[src/rtl/uart_tx.sv]
// uart_tx: 8N1 byte-serial UART transmitter with a small transmit FIFO.
// Ports:
//   clk, reset       block clock, asynchronous active-high reset
//   tx_data, tx_wr   byte to enqueue and its write strobe
//   tx_ovf_clr       clears the sticky overflow flag
//   tx_full/empty    FIFO occupancy flags (registered)
//   tx_busy          a frame is on the line (registered)
//   tx_ovf           sticky: a write arrived while the FIFO was full
//   tx_count         current FIFO occupancy
//   txd              serial output, LSB first, idles high (registered)
module uart_tx #(
  parameter int unsigned CLKS_PER_BIT = 434,
  parameter int unsigned FIFO_DEPTH   = 4,
  parameter int unsigned FIFO_AW      = 2
) (
  input  logic               clk,
  input  logic               reset,
  input  logic [7:0]         tx_data,
  input  logic               tx_wr,
  output logic               tx_full,
  output logic               tx_empty,
  output logic               tx_busy,
  output logic               tx_ovf,
  input  logic               tx_ovf_clr,
  output logic [FIFO_AW:0]   tx_count,
  output logic               txd
);

  localparam int unsigned CW    = FIFO_AW + 1;
  localparam int unsigned CNT_W = (CLKS_PER_BIT > 1) ? $clog2(CLKS_PER_BIT) : 1;

  typedef enum logic [1:0] {IDLE, START, DATA, STOP} state_t;

  state_t             state, state_d;
  logic [CNT_W-1:0]   cnt, cnt_d;
  logic [2:0]         bit_idx, bit_idx_d;
  logic [7:0]         shift, shift_d;
  logic               txd_d;
  logic [7:0]         mem [FIFO_DEPTH];
  logic [FIFO_AW-1:0] wr_ptr, rd_ptr;
  logic [CW-1:0]      count_d;
  logic               have_data, full_now, bit_end, pop, wr_acc, ovf_d;

  // FIFO status on the pre-edge count
  assign have_data = (tx_count != '0);
  assign full_now  = (tx_count == CW'(FIFO_DEPTH));
  assign bit_end   = (cnt == CNT_W'(CLKS_PER_BIT - 1));
  assign wr_acc    = tx_wr && !full_now;
  assign pop       = have_data && ((state == IDLE) || (state == STOP && bit_end));
  assign count_d   = tx_count + CW'(wr_acc) - CW'(pop);
  // a write while full sets the flag even if a pop frees a slot on the same edge
  assign ovf_d     = (tx_wr && full_now) ? 1'b1 : (tx_ovf_clr ? 1'b0 : tx_ovf);

  // State register
  always_ff @(posedge clk or posedge reset) begin
    if (reset) state <= IDLE;
    else       state <= state_d;
  end

  // Next-state logic
  always_comb begin
    state_d = state;
    case (state)
      IDLE:    if (have_data) state_d = START;
      START:   if (bit_end) state_d = DATA;
      DATA:    if (bit_end && bit_idx == 3'd7) state_d = STOP;
      STOP:    if (bit_end) state_d = have_data ? START : IDLE;
      default: state_d = IDLE;
    endcase
  end

  // Output/datapath next values; shift[0] always holds the bit on the line in DATA
  always_comb begin
    txd_d     = txd;
    shift_d   = shift;
    bit_idx_d = bit_idx;
    cnt_d     = bit_end ? '0 : cnt + CNT_W'(1);
    case (state)
      IDLE: begin
        cnt_d = '0;
        txd_d = 1'b1;
        if (have_data) begin
          shift_d = mem[rd_ptr];
          txd_d   = 1'b0;
        end
      end
      START: begin
        if (bit_end) begin
          bit_idx_d = 3'd0;
          txd_d     = shift[0];
        end
      end
      DATA: begin
        if (bit_end) begin
          if (bit_idx == 3'd7) begin
            txd_d = 1'b1;
          end else begin
            bit_idx_d = bit_idx + 3'd1;
            shift_d   = shift >> 1;
            txd_d     = shift[1];
          end
        end
      end
      STOP: begin
        if (bit_end) begin
          if (have_data) begin
            shift_d = mem[rd_ptr];
            txd_d   = 1'b0;
          end else begin
            txd_d = 1'b1;
          end
        end
      end
      default: begin
        cnt_d = '0;
        txd_d = 1'b1;
      end
    endcase
  end

  // Datapath, FIFO control and registered status flags
  always_ff @(posedge clk or posedge reset) begin
    if (reset) begin
      txd      <= 1'b1;
      cnt      <= '0;
      bit_idx  <= 3'd0;
      shift    <= 8'h00;
      wr_ptr   <= '0;
      rd_ptr   <= '0;
      tx_count <= '0;
      tx_ovf   <= 1'b0;
      tx_full  <= 1'b0;
      tx_empty <= 1'b1;
      tx_busy  <= 1'b0;
    end else begin
      txd      <= txd_d;
      cnt      <= cnt_d;
      bit_idx  <= bit_idx_d;
      shift    <= shift_d;
      if (wr_acc) wr_ptr <= wr_ptr + FIFO_AW'(1);
      if (pop)    rd_ptr <= rd_ptr + FIFO_AW'(1);
      tx_count <= count_d;
      tx_ovf   <= ovf_d;
      tx_full  <= (count_d == CW'(FIFO_DEPTH));
      tx_empty <= (count_d == '0);
      tx_busy  <= (state_d != IDLE);
    end
  end

  // FIFO storage
  always_ff @(posedge clk) begin
    if (wr_acc) mem[wr_ptr] <= tx_data;
  end

endmodule

[config.mk]
export PLATFORM = sky130hd
export DESIGN_NAME = uart_tx
export DESIGN_NICKNAME = d
export VERILOG_FILES = /design/src/rtl/uart_tx.sv
export SDC_FILE = /design/constraint.sdc
export NUM_CORES = 1
export LEC_CHECK = 0
export BUFFER_PORTS_ARGS = -buffer_cell sky130_fd_sc_hd__buf_2
export CORE_UTILIZATION = 44
export DETAILED_ROUTE_END_ITERATION = 12
export GPL_TIMING_DRIVEN = 0
export PLACE_DENSITY_LB_ADDON = 0.1
export SLEW_MARGIN = 10
export SYNTH_ARGS = -nofsm -noshare
export SYNTH_HDL_FRONTEND = slang
export SYNTH_SLANG_ARGS = --single-unit
[constraint.sdc]
create_clock -name clk -period 3.7 [get_ports clk]
set_clock_uncertainty 0.15 [all_clocks]
set_input_delay 0.74 -clock clk [delete_from_list [all_inputs] [get_ports clk]]
set_output_delay 0.74 -clock clk [all_outputs]
set_load 0.02 [all_outputs]
==> results.json, run 1 <==
{
  "drt-total-wl_um": 5080,
  "post-route-cell-area_um2": 3400,
  "rr_startpoint": "cnt[0]",
  "clkSinkCount": 66,
  "drt_pass1_iterations": 8,
  "drtIter0Drc": 76,
  "pwr_density_cell_nw_per_um2": 770,
  "layout_min_cycle_time_ns": 3.08,
  "violations": "DRC",
  "mostFrequentLayoutCells": "dfrtp_1, edfxtp_1, buf_2",
  "arrival_ns": 3.18,
  "route.detailed.drc": 1,
  "ys.flop_type": "edfxtp_1",
  "grt.overflow.total": 0,
  "rsz0062_at_grt": "no",
  "hold_buffers": 0,
  "finalCritPeriodShare_pct": 83.3,
  "cts_buffers": 9,
  "cts.repair.resized": 0,
  "final.setup.tns_ns": 0,
  "cpPeakStageDelay_ns": 0.42,
  "worstSetupPathType": "flip-flop to flip-flop",
  "ys_seq_area_share_pct": 60.1,
  "grt_pass1_vias": 1771,
  "timing.rr.end": "tx_full",
  "die_area_um2": 7200,
  "fin_util_pct": 52.4,
  "antenna_cells": 0,
  "place_congestion": 0.772,
  "syn-mean-instance-area_um2": 14.0,
  "nets": 273,
  "wl_per_cell_um": 15.5,
  "regArea_um2": 1810,
  "ys_ff_latch": 66,
  "drv_slew": 0,
  "multi_input_area_um2": 1100,
  "ios": 20,
  "area_growth_pct": 12.7,
  "ys_warn_count": 0,
  "ir_drop_uv": 377,
  "max_freq_ghz": 0.325,
  "grt_max_degree": 35,
  "cp_max_fo": 7,
  "hp-class": "input port to async pin",
  "synthCells": 215,
  "dpl_cell_area_um2": 3210,
  "die-width_um": 84.8,
  "startpoint_type": "flip-flop",
  "maxCapViolations": 0,
  "synth_cell_types": 45,
  "worstSkewPairLatency_ns": 0.34,
  "postRouteAntennaNets": 0,
  "r2r_setup_slack_ns": 0.62,
  "root_buffer": "clkbuf_8",
  "core.rowCount": 29,
  "crit_required_ns": 3.80,
  "worst_pin_slew_ns": 0.710,
  "htreeDepth": 3,
  "crit_top_cell": "ha_1",
  "end_kind": "flip-flop",
  "slowest_stage": "dfrtp_1",
  "drive_gt1_share_pct": 22.8,
  "gr-usage-all-layers_pct": 16.3,
  "power_leakage_nw": 1.41,
  "die_h_um": 84.8,
  "num_vias": 1755,
  "io_buffers": 19,
  "synth_edf_count": 32,
  "hpwl_um": 3460,
  "hold_slack_ns": 0.351,
  "outcome": "finished, violations left",
  "nFillCells": 546,
  "clk_pin_slew_ns": 0.07,
  "cts_tree": "built",
  "rr_worst_depth": 13,
  "postCtsSetupBuffers": 0,
  "synthArstFlopShare_pct": 51.5,
  "clockBufferDepth": 2,
  "syn_area_um2": 3020,
  "crit_chain": "ha_1 -> and4b_1 -> buf_6 -> a31oi_1 -> nor2_1 -> ha_1 -> inv_1 -> ha_1 -> inv_1 -> fa_1 -> xnor2_1 -> xnor2_1 -> nor3b_1",
  "syn-num-nets": 243,
  "finalSetupViolations": 0,
  "relSlewSlack_pct": 52.6,
  "grt_pass1_wl_um": 8610,
  "coreArea_um2": 6490,
  "antenna_found_initial": 0,
  "via_per_inst": 5.37,
  "final_hold_viol_count": 0,
  "initial_core_util_pct": 46.5
}
## cells by family (layout without fill, tap and decap cells)
logic type,count (synthesis),count (layout),share of synthesized area [%]
flops,66,66,60.1
simple gates,50,50,8.91
compound gates,39,39,10.9
buf+inv,23,58,3.40
fa+ha+maj,16,16,6.88
xor+xnor,12,12,3.48
mux,9,9,6.34
## metal layers
layer	vias to the layer above	part of all wire, %	wire length, µm	GRT usage [%]
met5	-	0	0	0
met4	0	1.8	89	6.93
met3	9	2.9	149	4.96
met2	25	48	2430	25.9
met1	872	47	2410	20.8
li1	849	-	-	-
## worst max-delay path by stage
stage / slack [ns] / endpoint / start
3_3_place_gp: 0.59 / tx_full / tx_wr
5_1_grt: 0.37 / tx_full / cnt[0]
6_report: 0.62 / tx_full / cnt[0]
3_5_place_dp: 0.59 / tx_full / tx_wr
4_1_cts: 0.58 / tx_full / cnt[0]
2_1_floorplan: 0.90 / tx_full / cnt[0]
## metrics by stage
stage,cells,power (W),setup slack (ns)
after floorplan,215,0.00183,0.900
after global placement,311,0.00205,0.586
after detailed placement,311,0.00206,0.589
after CTS,327,0.00266,0.583
after global routing,327,0.00281,0.365
final,327,0.00262,0.619
## cells in the mapped netlist (all sizes together), types with 2 or more instances
cell type,count,area [µm²]
o22a,14,124
o21ai,8,40.0
and2,5,32.5
nand3,4,20.0
dfrtp,32,801
xnor2,8,70.1
a32o,2,20.0
nor2,18,67.6
inv,16,60.1
clkbuf,4,15.0
nor3,5,25.0
dfstp,2,52.6
o32ai,2,25.0
nand2,8,30.0
a21boi,3,26.3
mux4,8,180
ha,15,188
or3,2,12.5
buf,3,27.5
a21oi,2,10.0
edfxtp,32,961
xor2,4,35.0
a31oi,2,12.5
## layout make-up
| class | count | area share [%] |
|---|---|---|
| multi-input combinational | 126 | 32.4 |
| inverter | 16 | 1.76 |
| buffer | 7 | 1.25 |
| tap | 77 | 2.83 |
| sequential | 66 | 53.3 |
| clock inverter | 7 | 2.02 |
| clock buffer | 9 | 3.64 |
| timing repair buffer | 19 | 2.79 |
## flip-flops by register name, indices dropped and copies added (netlist names)
| name | flops |
|---|---|
| bit_idx | 3 |
| cnt | 9 |
| mem | 32 |
| rd_ptr | 2 |
| shift | 8 |
| state | 2 |
| tx_busy | 1 |
| tx_count | 3 |
| tx_empty | 1 |
| tx_full | 1 |
| tx_ovf | 1 |
| txd | 1 |
| wr_ptr | 2 |
## where the power goes
part	internal, W	switching (W)
clock network	0.000309	0.000277
logic	0.000432	0.000505
registers	0.000988	0.000107
total	0.00173	0.000889
## worst max-delay path: cells and delay by family (launching register included)
| kind | cells | cell delay (ns) |
|---|---|---|
| adder cells (fa/ha/maj) | 4 | 1.02 |
| buffers and inverters | 3 | 0.24 |
| AND/OR/NAND/NOR | 3 | 0.55 |
| flip-flops | 1 | 0.42 |
| AO/OA/AOI/OAI | 1 | 0.25 |
| XOR/XNOR | 2 | 0.36 |
Note: power is estimated with default switching activity, not from simulation.
==> run 2: changes to the inputs <==
clock period = 2.6 ns   (was 3.7 ns; I/O delays follow)
==> run 2 against run 1 <==
The flow finishes with violations (setup timing). Critical path type unchanged. Flip-flop and latch count did not move. Worst setup slack got worse by 0.82 ns. Die area is the same. First-iteration DRC count shrank 11%. Largest power group is now combinational cells. Hold slack worse by 0.19 ns. Critical endpoint is now tx_empty.
==> results.json, run 2 (synthesis gave the netlist of run 1 again) <==
{
  "worst_pin_slew_ns": 0.739,
  "clockBufferDepth": 2,
  "antenna_cells": 0,
  "arrival_ns": 2.92,
  "wl_per_cell_um": 16.4,
  "die_h_um": 84.8,
  "crit_chain": "ha_4 -> and4b_2 -> a31oi_4 -> nor2_4 -> ha_4 -> inv_2 -> ha_4 -> inv_2 -> fa_2 -> xnor2_4 -> xnor2_2 -> buf_4 -> nor3_2",
  "hpwl_um": 3550,
  "area_growth_pct": 17.1,
  "postRouteAntennaNets": 0,
  "cpPeakStageDelay_ns": 0.42,
  "cp_top_family": "adder cells",
  "die-width_um": 84.8,
  "cp-startpoint": "cnt[0]",
  "outcome": "finished, violations left",
  "grt_pass1_vias": 1807,
  "maxCapViolations": 0,
  "setup_ws_ns": -0.203,
  "drt-total-wl_um": 5400,
  "io_buffers": 19,
  "final.setup.tns_ns": -0.518,
  "multi_input_area_um2": 1210,
  "antenna_found_initial": 0,
  "crit_top_cell": "ha_4",
  "rr_worst_depth": 13,
  "slowest_stage": "dfrtp_1",
  "layout_commonest_cell": "edfxtp_1",
  "nets": 276,
  "violations": "setup timing",
  "largest-register": "mem",
  "hold_slack_ns": 0.158,
  "layout_min_cycle_time_ns": 2.80,
  "final_hold_viol_count": 0,
  "regArea_um2": 1820,
  "startpoint_type": "flip-flop",
  "largest_reg_flops": 32,
  "mostFrequentLayoutCells": "edfxtp_1, dfrtp_1, buf_2",
  "rsz0062_at_grt": "yes",
  "grt_max_degree": 35,
  "worstSkewPairLatency_ns": 0.33,
  "coreArea_um2": 6490,
  "via_per_inst": 5.44,
  "cp.depth": 13,
  "relSlewSlack_pct": 50.7,
  "hp-class": "input port to async pin",
  "finalCritPeriodShare_pct": 108,
  "end_kind": "flip-flop",
  "crit_buf_inv": 3,
  "ios": 20,
  "drt_pass1_iterations": 4,
  "cp_max_fo": 2,
  "grt_pass1_wl_um": 8890,
  "initial_core_util_pct": 46.5,
  "root_buffer": "clkbuf_8",
  "timing.rr.end": "tx_empty",
  "ir_drop_uv": 700,
  "clk_pin_slew_ns": 0.08,
  "pwr_density_cell_nw_per_um2": 1160,
  "finalSetupViolations": 3,
  "die_area_um2": 7200,
  "drive_gt1_share_pct": 30.4,
  "route.detailed.drc": 0,
  "cts_tree": "built",
  "hold_buffers": 0,
  "cts_buffers": 9,
  "num_vias": 1794,
  "drv_slew": 0,
  "crit_required_ns": 2.71,
  "place_congestion": 0.768,
  "crit_end": "tx_empty",
  "r2r_setup_slack_ns": -0.20,
  "top_regs": "mem x32, cnt x9, shift x8",
  "max_freq_ghz": 0.357,
  "clkSinkCount": 66,
  "core.rowCount": 29,
  "htreeDepth": 3,
  "worstSetupPathType": "flip-flop to flip-flop",
  "gr-usage-all-layers_pct": 16.4,
  "nFillCells": 529,
  "power_leakage_nw": 1.43,
  "drtIter0Drc": 68,
  "rr_startpoint": "cnt[0]",
  "grt.overflow.total": 0
}
## run 2: final cells by class
type	count	share of cell area (%)
buffer	6	0.885
clock buffer	9	3.50
clock inverter	7	2.16
inverter	16	1.70
multi-input combinational	126	34.1
sequential	66	51.4
tap	77	2.73
timing repair buffer	23	3.54
## run 2: report_power, final
group	total, W	switching, W	internal, W
logic	0.00164	0.000842	0.000800
registers	0.00158	0.000171	0.00141
clock network	0.000871	0.000421	0.000449
total	0.00409	0.00143	0.00266
## run 2: timing repair
action	in CTS	in global routing
resized for setup	4	12
endpoints found under the setup margin	4	4
pin swaps	4	7
setup buffers	3	1
## run 2: layer usage
| metal | GRT usage (%) | wire length (µm) | up-vias |
|---|---|---|---|
| met3 | 3.11 | 192 | 6 |
| met4 | 6.93 | 61 | 0 |
| met5 | 0 | 0 | - |
| li1 | - | - | 858 |
| met2 | 24.2 | 2480 | 41 |
| met1 | 23.8 | 2670 | 889 |
## run 2: how the worst min path moves through the flow
stage          slack, ns       start          to
2_1_floorplan       0.32    shift[7]    shift[7]
3_3_place_gp        0.33  bit_idx[1]  bit_idx[1]
3_5_place_dp        0.35  bit_idx[1]  bit_idx[1]
4_1_cts             0.18       reset      cnt[2]
5_1_grt             0.22       reset      cnt[2]
6_report            0.16       reset      cnt[2]
## run 2: metrics by stage
step / instances / area [µm²] / worst slack [ns] / util [%] / power, W
after floorplan: 215 / 3040 / -0.102 / - / 0.00264
final: 330 / 3530 / -0.203 / 54.4 / 0.00409
after detailed placement: 311 / 3240 / -0.296 / 49.8 / 0.00297
after global routing: 330 / 3530 / -0.303 / 54.4 / 0.00436
after CTS: 330 / 3480 / -0.169 / 53.6 / 0.00392
after global placement: 311 / 3240 / -0.289 / 49.8 / 0.00296
==> run 3: changes to the inputs <==
CELL_PAD_IN_SITES_DETAIL_PLACEMENT = 0   (was unset)
CELL_PAD_IN_SITES_GLOBAL_PLACEMENT = 1   (was unset)
==> run 3 against run 2 <==
The run still ends with setup timing left. Flip-flop and latch count unchanged. Sequential share of layout area down 0.89 points. Register-to-register slack better by 0.02 ns. Critical path type unchanged. Largest cell class unchanged.
==> results.json, run 3 (synthesis gave the netlist of run 1 again) <==
{
  "area_growth_pct": 19.1,
  "seqPwrFrac_pct": 38.0,
  "grt.overflow.total": 0,
  "drtIter0Drc": 89,
  "root_buffer": "clkbuf_8",
  "maxCapViolations": 0,
  "nets": 286,
  "worstSetupPathType": "flip-flop to flip-flop",
  "crit_required_ns": 2.71,
  "cp_max_fo": 3,
  "drv_slew": 0,
  "dp_slack_ns": -0.303,
  "startpoint_type": "flip-flop",
  "die_area_um2": 7200,
  "wl_per_cell_um": 15.9,
  "top_regs": "mem x32, cnt x9, shift x8",
  "final_hold_viol_count": 0,
  "finalSetupViolations": 3,
  "worst_pin_slew_ns": 0.729,
  "gr-usage-all-layers_pct": 17.4,
  "ios": 20,
  "clk_pin_slew_ns": 0.08,
  "pwr_density_cell_nw_per_um2": 1150,
  "htreeDepth": 3,
  "antenna_found_initial": 0,
  "mostFrequentLayoutCells": "edfxtp_1, dfrtp_1, buf_2",
  "via_per_inst": 5.33,
  "die_h_um": 84.8,
  "violations": "setup timing",
  "hold_buffers": 0,
  "setup_ws_ns": -0.183,
  "clkSinkCount": 66,
  "die-width_um": 84.8,
  "outcome": "finished, violations left",
  "cts_tree": "built",
  "antenna_cells": 0,
  "cts_buffers": 9,
  "arrival_ns": 2.90,
  "pwr-share-comb_pct": 41.8,
  "grt_pass1_vias": 1932,
  "coreArea_um2": 6490,
  "p_sw_share_pct": 33.8,
  "route.detailed.drc": 0,
  "drive_gt1_share_pct": 31.9,
  "layout_commonest_cell": "edfxtp_1",
  "drt_pass1_iterations": 4,
  "drt-total-wl_um": 5420,
  "nFillCells": 550,
  "num_vias": 1812,
  "power_leakage_nw": 1.49,
  "ir_drop_uv": 771,
  "grt_pass1_wl_um": 9370,
  "initial_core_util_pct": 46.5,
  "place_congestion": 0.741,
  "regArea_um2": 1820,
  "switching_power_w": 0.00139,
  "p_clk_share_pct": 20.2,
  "core.rowCount": 29,
  "p_int_w": 0.00273,
  "max_freq_ghz": 0.359,
  "largest_reg_flops": 32,
  "grt_max_degree": 35,
  "largest-register": "mem",
  "relSlewSlack_pct": 51.3,
  "multi_input_area_um2": 1170,
  "clockBufferDepth": 2,
  "hpwl_um": 3510,
  "layout_min_cycle_time_ns": 2.78,
  "worstSkewPairLatency_ns": 0.34,
  "postRouteAntennaNets": 0,
  "finalCritPeriodShare_pct": 107,
  "end_kind": "flip-flop",
  "io_buffers": 19,
  "hp-class": "input port to async pin",
  "power.total_w": 0.00412,
  "rsz0062_at_grt": "yes"
}
run 3: changes by cell type in the layout (fill, tap and decap cells not counted), moves of 2 or more:
cell	before	now
buf_6	1	10
ha_4	3	1
inv_6	2	0
clkinv_2	1	3
run 3: timing repair:
item	4_1_cts	5_1_grt
buffers inserted	14	0
pin swaps	5	7
endpoints found under the setup margin	4	5
gates cloned	0	0
gates resized for setup	14	5
run 3: layout make-up:
class / instances / area share, %
Buffer: 6 / 0.870
Sequential cell: 66 / 50.5
Multi-Input combinational cell: 126 / 32.4
Clock inverter: 7 / 1.95
Tap cell: 77 / 2.68
Clock buffer: 9 / 3.44
Inverter: 16 / 1.67
Timing Repair Buffer: 33 / 6.50
run 3: path summary, 6_finish.rpt:
path                       startpoint          to  slack (ns)  depth (start not counted)
setup / recovery               cnt[1]     tx_full       -0.18                         13
hold / removal                  reset   wr_ptr[1]        0.14                          2
setup reg to reg               cnt[1]     tx_full       -0.18                         13
hold reg to reg            bit_idx[2]  bit_idx[2]        0.36                          1
max in group asynchronous       reset    state[0]        1.64                          2
min in group clk           tx_ovf_clr      tx_ovf        0.21                          2
run 3: worst max-delay path, stage by stage, from the launching register on:
cell and delay, ns:
dfrtp_1 0.35, inv_1 0.05, ha_2 0.16, and4b_1 0.24, a31oi_4 0.23, nor2_2 0.07, ha_1 0.32, inv_2 0.07
ha_4 0.12, inv_2 0.03, fa_2 0.36, xnor2_2 0.16, xnor2_2 0.21, nor3b_2 0.18
run 3: through the flow:
| step | instances | util, % | hold slack [ns] | setup TNS, ns | cell area (µm²) |
|---|---|---|---|---|---|
| global placement | 311 | 49.8 | 0.332 | -0.610 | 3240 |
| floorplan | 215 | - | 0.316 | -0.108 | 3040 |
| CTS | 341 | 55.3 | 0.165 | -0.356 | 3590 |
| global route | 340 | 55.4 | 0.195 | -0.827 | 3600 |
| finish | 340 | 55.4 | 0.143 | -0.303 | 3600 |
| detailed placement | 311 | 49.8 | 0.335 | -0.702 | 3240 |
run 3: power by group through the flow:
stage	logic [W]	clock network, W	registers (W)
CTS	0.00170	0.000862	0.00157
finish	0.00172	0.000833	0.00157
global route	0.00191	0.000903	0.00160
global placement	0.00138	0	0.00158
floorplan	0.00103	0	0.00161
detailed placement	0.00140	0	0.00159
run 3: layer usage:
layer	track usage [%]	part of all wire, %	vias to the layer above
met1	22.6	47	890
li1	-	-	880
met5	0	0	-
met4	6.93	2.0	0
met2	27.3	48	30
met3	5.64	3.3	12
